## src/rtl/adc_snap_pkg.sv

```systemverilog
// Shared definitions for the ADC snapshot UART block.
//   state_e          : controller state, numeric value is exported on STATE
//   HDR_BYTE         : first byte of every serial snapshot
//   DEFAULT_BAUD_DIV : clock cycles per UART bit at 25 MHz / 115200 baud
package adc_snap_pkg;

  typedef enum logic [1:0] {
    StIdle    = 2'd0,
    StArmed   = 2'd1,
    StCapture = 2'd2,
    StSend    = 2'd3
  } state_e;

  localparam logic [7:0]  HDR_BYTE         = 8'hA5;
  localparam int unsigned DEFAULT_BAUD_DIV = 217;

endpackage

```

## src/rtl/adc_snapshot_uart_if.sv

```systemverilog
// Signal bundle between the ADC snapshot block and its surroundings.
//   ADC_DATA   : registered ADC sample, new value every clock
//   ARM        : one-cycle pulse, arms the trigger from idle
//   FORCE_TRIG : immediate trigger while armed
//   TRIG_LEVEL : unsigned rising-edge threshold
//   DECIM      : store every (DECIM+1)th sample
//   TXD        : 8N1 serial output, idle high
//   BUSY       : high whenever not idle
//   STATE      : 0 idle, 1 armed, 2 capture, 3 send
// master drives the control inputs; slave is the snapshot block.
interface adc_snapshot_uart_if;
  logic [7:0] ADC_DATA;
  logic       ARM;
  logic       FORCE_TRIG;
  logic [7:0] TRIG_LEVEL;
  logic [7:0] DECIM;
  logic       TXD;
  logic       BUSY;
  logic [1:0] STATE;

  modport master (
    output ADC_DATA, ARM, FORCE_TRIG, TRIG_LEVEL, DECIM,
    input  TXD, BUSY, STATE
  );

  modport slave (
    input  ADC_DATA, ARM, FORCE_TRIG, TRIG_LEVEL, DECIM,
    output TXD, BUSY, STATE
  );
endinterface

```

## src/rtl/uart_tx_8n1.sv

```systemverilog
// 8N1 UART transmitter with a valid/ready byte input.
//   clk   : clock
//   rst   : synchronous active-high reset, drops any frame in flight
//   data  : byte to send, taken when valid && ready
//   valid : byte available
//   ready : idle, or in the last cycle of the stop bit (back-to-back frames)
//   txd   : serial line, idle high; start(0), d0..d7 LSB first, stop(1)
module uart_tx_8n1 #(
  parameter int unsigned BAUD_DIV = 217
) (
  input  logic       clk,
  input  logic       rst,
  input  logic [7:0] data,
  input  logic       valid,
  output logic       ready,
  output logic       txd
);

  localparam int unsigned CntW = (BAUD_DIV > 1) ? $clog2(BAUD_DIV) : 1;
  localparam logic [CntW-1:0] BaudLast = CntW'(BAUD_DIV - 1);

  logic            active_q;
  logic [CntW-1:0] baud_cnt_q;
  logic [3:0]      bit_cnt_q;
  // Bit 0 is the bit currently on the line; ones shift in from the top.
  logic [9:0]      shift_q;

  logic baud_last;
  logic accept;

  assign baud_last = (baud_cnt_q == BaudLast);
  assign ready     = !active_q || ((bit_cnt_q == 4'd9) && baud_last);
  assign accept    = valid && ready;
  assign txd       = active_q ? shift_q[0] : 1'b1;

  always_ff @(posedge clk) begin
    if (rst) begin
      active_q   <= 1'b0;
      baud_cnt_q <= '0;
      bit_cnt_q  <= 4'd0;
      shift_q    <= '1;
    end else if (accept) begin
      active_q   <= 1'b1;
      baud_cnt_q <= '0;
      bit_cnt_q  <= 4'd0;
      shift_q    <= {1'b1, data, 1'b0};
    end else if (active_q) begin
      if (baud_last) begin
        baud_cnt_q <= '0;
        shift_q    <= {1'b1, shift_q[9:1]};
        if (bit_cnt_q == 4'd9) begin
          active_q <= 1'b0;
        end else begin
          bit_cnt_q <= bit_cnt_q + 4'd1;
        end
      end else begin
        baud_cnt_q <= baud_cnt_q + CntW'(1);
      end
    end
  end

endmodule

```

## src/rtl/adc_snapshot_uart.sv

```systemverilog
// ADC snapshot recorder with UART readout.
// Waits for a rising-edge level crossing or a forced trigger, records DEPTH decimated
// samples into a local RAM, then sends 0xA5 followed by the samples as 8N1 UART.
//   CLK   : ADC sample clock, sole clock
//   RESET : synchronous active-high reset, aborts any capture or transmission
//   bus   : slave side of adc_snapshot_uart_if (sample, controls, TXD/BUSY/STATE)
module adc_snapshot_uart
  import adc_snap_pkg::*;
#(
  parameter int unsigned DEPTH    = 256,
  parameter int unsigned ADDR_W   = 8,
  parameter int unsigned BAUD_DIV = DEFAULT_BAUD_DIV
) (
  input  logic                CLK,
  input  logic                RESET,
  adc_snapshot_uart_if.slave  bus
);

  localparam logic [ADDR_W:0] LastAddr = (ADDR_W + 1)'(DEPTH - 1);
  localparam logic [ADDR_W:0] PtrOne   = (ADDR_W + 1)'(1);

  state_e          state_q, state_d;
  logic [7:0]      s_cur_q, s_prev_q;
  logic            prev_ok_q;
  logic [7:0]      decim_q, decim_d;
  logic [7:0]      dcnt_q, dcnt_d;
  // Pointer MSB flags completion; low bits address the buffer.
  logic [ADDR_W:0] wptr_q, wptr_d;
  logic [ADDR_W:0] rptr_q, rptr_d;
  logic [ADDR_W:0] wptr_inc;
  logic            hdr_q, hdr_d;

  logic            we;
  logic [ADDR_W-1:0] waddr;
  logic [7:0]      wdata;
  logic [7:0]      mem [DEPTH];
  logic [7:0]      rd_data_q;

  logic            level_trig;
  logic            trig;
  logic            tx_valid;
  logic            tx_ready;
  logic [7:0]      tx_data;
  logic            txd;

  // s_prev < 0 is impossible, so TRIG_LEVEL=0 can only fire via FORCE_TRIG.
  assign level_trig = prev_ok_q && (s_prev_q < bus.TRIG_LEVEL) &&
                      (s_cur_q >= bus.TRIG_LEVEL);
  assign trig       = level_trig || bus.FORCE_TRIG;
  assign wptr_inc   = wptr_q + PtrOne;

  always_comb begin
    state_d  = state_q;
    decim_d  = decim_q;
    dcnt_d   = dcnt_q;
    wptr_d   = wptr_q;
    rptr_d   = rptr_q;
    hdr_d    = hdr_q;
    we       = 1'b0;
    waddr    = wptr_q[ADDR_W-1:0];
    wdata    = s_cur_q;
    tx_valid = 1'b0;
    tx_data  = hdr_q ? HDR_BYTE : rd_data_q;
    unique case (state_q)
      StIdle: begin
        if (bus.ARM) state_d = StArmed;
      end
      StArmed: begin
        if (trig) begin
          we      = 1'b1;
          waddr   = '0;
          wptr_d  = '0;
          dcnt_d  = 8'd0;
          decim_d = bus.DECIM;
          state_d = StCapture;
        end
      end
      StCapture: begin
        if (dcnt_q == decim_q) begin
          dcnt_d = 8'd0;
          we     = 1'b1;
          waddr  = wptr_inc[ADDR_W-1:0];
          wptr_d = wptr_inc;
          if (wptr_inc == LastAddr) begin
            state_d = StSend;
            rptr_d  = '0;
            hdr_d   = 1'b1;
          end
        end else begin
          dcnt_d = dcnt_q + 8'd1;
        end
      end
      StSend: begin
        // Buffer is read continuously at rptr, so the next byte is settled
        // well before the transmitter asks for it in the stop bit.
        tx_valid = hdr_q || !rptr_q[ADDR_W];
        if (tx_ready) begin
          if (hdr_q) begin
            hdr_d = 1'b0;
          end else if (!rptr_q[ADDR_W]) begin
            rptr_d = rptr_q + PtrOne;
          end else begin
            // All bytes handed over and the last stop bit is ending.
            state_d = StIdle;
          end
        end
      end
      default: state_d = StIdle;
    endcase
  end

  always_ff @(posedge CLK) begin
    if (RESET) begin
      state_q   <= StIdle;
      s_cur_q   <= 8'd0;
      s_prev_q  <= 8'd0;
      prev_ok_q <= 1'b0;
      decim_q   <= 8'd0;
      dcnt_q    <= 8'd0;
      wptr_q    <= '0;
      rptr_q    <= '0;
      hdr_q     <= 1'b0;
    end else begin
      state_q   <= state_d;
      s_cur_q   <= bus.ADC_DATA;
      s_prev_q  <= s_cur_q;
      // Low in the first armed cycle, so a stale s_prev cannot trigger.
      prev_ok_q <= (state_q == StArmed);
      decim_q   <= decim_d;
      dcnt_q    <= dcnt_d;
      wptr_q    <= wptr_d;
      rptr_q    <= rptr_d;
      hdr_q     <= hdr_d;
    end
  end

  // Simple dual-port buffer, synchronous read.
  always_ff @(posedge CLK) begin
    if (we) mem[waddr] <= wdata;
    rd_data_q <= mem[rptr_q[ADDR_W-1:0]];
  end

  uart_tx_8n1 #(
    .BAUD_DIV(BAUD_DIV)
  ) u_tx (
    .clk  (CLK),
    .rst  (RESET),
    .data (tx_data),
    .valid(tx_valid),
    .ready(tx_ready),
    .txd  (txd)
  );

  assign bus.TXD   = txd;
  assign bus.BUSY  = (state_q != StIdle);
  assign bus.STATE = state_q;

endmodule
```

## src/flat_wrapper.sv

```systemverilog
// flat-port wrapper written by rule: the top's interface ports become plain ports
module adc_snapshot_uart_flat import adc_snap_pkg::*;
#(
  parameter int unsigned DEPTH    = 256,
  parameter int unsigned ADDR_W   = 8,
  parameter int unsigned BAUD_DIV = DEFAULT_BAUD_DIV
)
  (CLK, RESET, bus_ADC_DATA, bus_ARM, bus_FORCE_TRIG, bus_TRIG_LEVEL, bus_DECIM, bus_TXD, bus_BUSY, bus_STATE);
  adc_snapshot_uart_if bus_i ();
  input  logic CLK;
  input  logic RESET;
  input wire logic [$bits(bus_i.ADC_DATA)-1:0] bus_ADC_DATA;
  input wire logic [$bits(bus_i.ARM)-1:0] bus_ARM;
  input wire logic [$bits(bus_i.FORCE_TRIG)-1:0] bus_FORCE_TRIG;
  input wire logic [$bits(bus_i.TRIG_LEVEL)-1:0] bus_TRIG_LEVEL;
  input wire logic [$bits(bus_i.DECIM)-1:0] bus_DECIM;
  output wire logic [$bits(bus_i.TXD)-1:0] bus_TXD;
  output wire logic [$bits(bus_i.BUSY)-1:0] bus_BUSY;
  output wire logic [$bits(bus_i.STATE)-1:0] bus_STATE;
  assign bus_i.ADC_DATA = bus_ADC_DATA;
  assign bus_i.ARM = bus_ARM;
  assign bus_i.FORCE_TRIG = bus_FORCE_TRIG;
  assign bus_i.TRIG_LEVEL = bus_TRIG_LEVEL;
  assign bus_i.DECIM = bus_DECIM;
  assign bus_TXD = bus_i.TXD;
  assign bus_BUSY = bus_i.BUSY;
  assign bus_STATE = bus_i.STATE;
  adc_snapshot_uart #(.DEPTH(DEPTH), .ADDR_W(ADDR_W), .BAUD_DIV(BAUD_DIV)) u_core (.CLK(CLK), .RESET(RESET), .bus(bus_i));
endmodule
```

## config.mk

```make
export PLATFORM = sky130hd
export DESIGN_NAME = adc_snapshot_uart_flat
export DESIGN_NICKNAME = d
export VERILOG_FILES = /design/src/rtl/adc_snap_pkg.sv /design/src/rtl/adc_snapshot_uart_if.sv /design/src/rtl/uart_tx_8n1.sv /design/src/rtl/adc_snapshot_uart.sv /design/src/flat_wrapper.sv
export SDC_FILE = /design/constraint.sdc
export NUM_CORES = 2
export LEC_CHECK = 0
export ABC_CLOCK_PERIOD_IN_PS = 8600
export BUFFER_PORTS_ARGS = -buffer_cell sky130_fd_sc_hd__clkbuf_2
export CAP_MARGIN = 5
export CORE_ASPECT_RATIO = 0.7
export CORE_UTILIZATION = 45
export CTS_BUF_LIST = sky130_fd_sc_hd__clkbuf_4 sky130_fd_sc_hd__clkbuf_8
export CTS_CLUSTER_DIAMETER = 50
export DETAILED_ROUTE_END_ITERATION = 10
export PLACE_DENSITY = 0.67
export REMOVE_ABC_BUFFERS = 1
export SLEW_MARGIN = 40
export SYNTH_ARGS = -nofsm -noshare
export SYNTH_HDL_FRONTEND = slang
export SYNTH_SLANG_ARGS = --single-unit
```

## constraint.sdc

```tcl
create_clock -name CLK -period 8.6 [get_ports CLK]
set_input_delay 0.43 -clock CLK [delete_from_list [all_inputs] [get_ports CLK]]
set_output_delay 0.43 -clock CLK [all_outputs]
set_load 0.02 [all_outputs]
```

==> results_dict.tcl <==
set metrics [dict create \
    post_synth_fa_ha_maj_area_fraction_pct 0.4134 \
    slew_headroom_pct 37.55 \
    fin_crit_sh_pct 62.38 \
    io_pins 32 \
    wl_per_cell_um 31.71 \
    port_buffers 31 \
    syn_inst 4361 \
    drt-total-wl_mm 230.8 \
    synth_seq_area_share_pct 74.55 \
    num_vias 45485 \
    end_kind "register" \
    clock_path_buffers 4 \
    synth_edf_count 2048 \
    synth_area_um2 84750 \
    crit_family "compound AO/OA/AOI/OAI gates" \
    path_cells "buf_12 -> ha_1 -> a21oi_1 -> o21a_1 -> o21ai_0 -> o221ai_2 -> a21boi_0 -> o32ai_2 -> nand3_1 -> buf_4 -> nor2_1" \
    start_util_pct 45.57 \
    fin_skew_ns 0.05744 \
    syn2layout_area_growth_pct 10.96 \
    max-cap-violations 0 \
    grt_max_degree 189 \
    ys_warn_count 0 \
    synth-simple-area-share_pct 3.750 \
    holdWs_ns 0.09117 \
    r2r-end "u_core.mem[23][4]" \
    cts_resized 0 \
    min_path_type "input port to register" \
    place_ws_ns 3.430 \
    antenna_found_initial 10 \
    synth_xor_area_share_pct 0.3411 \
    holdPathStages 3 \
    crit_slowest_cell "nor2_1" \
    num_rows 132 \
    tightest_slew_ns 0.9345 \
    dr.pass1.iters 8 \
    hold_violations 0 \
    sw_frac_of_total_pct 25.98 \
    core_region_area_um2 186000 \
    powerDensity_nw_per_um2 242.4 \
    criticalPathCategory "register to register" \
    dieWidth_um 520.7 \
    grt_overflow 0 \
    seqPwrFrac_pct 50.5 \
    power_report.internal_total_w 0.01687 \
    critical_path.startpoint_type "register" \
    cp_num_buf_inv 2 \
    setup-tns-final_ns 0 \
    avgSynthCellArea_um2 19.43 \
    worstPathRequired_ns 9.12 \
    dr.first_iter.drc_count 6910 \
    drtAntennaViolNets 0 \
    grtUsageTotal_pct 24.11 \
    p_comb_share_pct 15.1 \
    regToRegSetupSlack_ns 3.24 \
    cts_tree "done" \
    holdPathEnd "u_core.bus.STATE[0]" \
    leakage_nw 29.93 \
    ff2ff_path_depth 11 \
    finalCriticalPeriod_ns 5.365 \
    async_flop_share_pct 0 \
    clkPwrFrac_pct 34.5 \
    synth_compound_area_share_pct 3.988 \
    drc_errors 0 \
    cts-root-buf "clkbuf_8" \
    ys_types 86 \
    die_h_um 365.1 \
    fmax_ghz 0.1864 \
    finalNetCount 4635 \
    ctsHoldBuffers 17 \
    r2r_start "u_core.s_cur_q[5]" \
    cp.arrival_ns 5.89 \
    synth_top_family_by_area "multiplexers" \
    ys.flop_type "edfxtp_1" \
    drive_gt1_share_pct 25.44 \
    die_area_um2 190100 \
    critPathMaxStageDelay_ns 0.71 \
    clk_pin_slew_worst_paths_ns 0.06 \
    clk_latency_ns 0.94 \
    postCtsSetupBuffers 0 \
    via_per_inst 6.250 \
    synthMuxAreaShare_pct 15.04 \
    cp_max_fo 38 \
    outcome "complete, no violations" \
    grt_pass1_vias 43840 \
    netSwitchingPower_w 0.005922 \
    setup_ws_ns 3.235 \
    hold_start "bus_ARM" \
    max-vdd-ir-drop_v 0.0001737 \
    setup_viol 0 \
    gp_congestion 0.9714 \
    grt_pass1_wl_mm 327.0 \
    rsz0062_at_grt "false" \
    htree_levels 5 \
    cts_sinks 2132 \
    synth-seq-cells 2132 \
    slew_viol_final 0 \
    dp_hpwl_mm 143.4 \
    cts_buffers 304 \
]
per-stage QoR:
| stage | cells | area [um^2] | util, % | power, W |
|---|---|---|---|---|
| floorplan | 4104 | 83230 | - | 0.01447 |
| global placement | 6724 | 87530 | 47.07 | 0.01506 |
| detailed placement | 6729 | 87850 | 47.24 | 0.01510 |
| CTS | 7268 | 93790 | 50.43 | 0.02281 |
| global route | 7275 | 94030 | 50.56 | 0.02345 |
| finish | 7278 | 94030 | 50.56 | 0.02279 |
layout make-up:
type	instances	area [um^2]
tap	2479	3102
multi-input combinational	1942	20300
inverter	30	117.6
clock inverter	110	705.7
sequential	2132	63230
antenna	4	10.01
fill	14794	91930
timing repair buffer	169	1516
clock buffer	412	5057
kinds of logic after synthesis:
kind of cell / count (synthesis)
AND/OR/NAND/NOR: 687
multiplexers: 728
flip-flops: 2132
AO/OA/AOI/OAI: 466
adder cells (fa/ha/maj): 28
buffers and inverters: 287
XOR/XNOR: 33
per-layer routing:
layer,global-route usage [%],share of wire [%]
met3,8.798,15
met5,0,0.0056
met1,36.75,42
met4,6.413,2.6
met2,32.27,41
worst max-delay path by stage:
stage                       from                  end  slack [ns]  depth (start not counted)
2_1_floorplan   u_core.rptr_q[0]  u_core.rd_data_q[6]      -18.42                          6
3_3_place_gp   u_core.s_cur_q[7]    u_core.mem[43][0]        3.36                         10
3_5_place_dp   u_core.s_cur_q[6]   u_core.mem[235][5]        3.43                         10
4_1_cts        u_core.s_cur_q[6]    u_core.mem[43][4]        3.41                         10
5_1_grt        u_core.s_cur_q[5]    u_core.mem[43][4]        3.03                         11
6_report       u_core.s_cur_q[5]    u_core.mem[23][4]        3.24                         11
worst min-delay path: cells and delay by family:
| kind | cells | cell delay, ns |
|---|---|---|
| AOI/OAI and AO/OA | 2 | 0.42 |
| buffers and inverters | 1 | 0.11 |
sequential cells by signal, summed over array words and instances, names as in the netlist, 2 cells and up:
register                cells
u_core.rptr_q               9
u_core.wptr_q               9
u_core.mem               2048
u_core.rd_data_q            8
u_core.dcnt_q               8
u_core.u_tx.baud_cnt_q      8
u_core.s_prev_q             8
u_core.bus.STATE            2
u_core.u_tx.bit_cnt_q       4
u_core.s_cur_q              8
u_core.u_tx.shift_q         9
u_core.decim_q              8
power groups by stage:
stage | Sequential, W | Clock, W | Combinational, W
finish | 0.0115 | 0.00786 | 0.00343
global route | 0.0115 | 0.00834 | 0.00361
CTS | 0.0115 | 0.00792 | 0.00336
detailed placement | 0.0118 | 0 | 0.00334
global placement | 0.0118 | 0 | 0.00330
floorplan | 0.0120 | 0 | 0.00242
cells in the final DEF (no fill, tap or decap), types with 25 or more instances in the layout:
| cell type | n |
|---|---|
| edfxtp_1 | 2048 |
| mux4_2 | 424 |
| clkbuf_8 | 314 |
| mux2i_1 | 278 |
| nor2_1 | 256 |
| clkbuf_4 | 98 |
| nand2_1 | 94 |
| nor2_2 | 92 |
| buf_4 | 88 |
| a21oi_1 | 80 |
| dfxtp_1 | 71 |
| o21ai_0 | 65 |
| clkinv_1 | 62 |
| nand3_1 | 57 |
| a221oi_1 | 52 |
| a22oi_1 | 38 |
| nor2b_1 | 31 |
| a211oi_1 | 31 |
| clkbuf_2 | 31 |
| nor3_1 | 28 |
| ha_1 | 28 |
| clkinv_2 | 27 |
| inv_1 | 26 |
| o22ai_1 | 25 |
cells in the mapped netlist, types with 8 or more instances:
cell,count,area share [%]
xnor2_1,19,0.20
o21ai_0,66,0.39
o221ai_1,12,0.12
buf_1,22,0.097
nor3_1,33,0.19
nor2b_1,34,0.25
buf_4,24,0.21
mux4_2,424,11
a22oi_1,38,0.34
a22o_1,12,0.12
nor3b_1,11,0.097
a221o_1,19,0.22
a211o_1,10,0.10
mux2_2,18,0.24
o31ai_1,11,0.097
mux4_1,8,0.25
a31oi_1,14,0.10
edfxtp_1,2048,73
buf_8,11,0.19
nor2_1,340,1.5
inv_1,27,0.12
nand4_1,22,0.16
a221oi_1,53,0.55
xor2_1,14,0.14
clkbuf_1,95,0.42
nor2_2,10,0.074
dfxtp_1,84,2.0
ha_1,28,0.41
o22ai_1,26,0.19
a21oi_1,80,0.47
o21a_1,9,0.080
mux2i_1,278,3.3
buf_2,73,0.43
nand3_1,57,0.34
o211ai_1,12,0.11
nand2b_1,23,0.17
a211oi_1,31,0.27
nand2_1,102,0.45
buf_6,32,0.43
(Power assumes the default switching activity.)
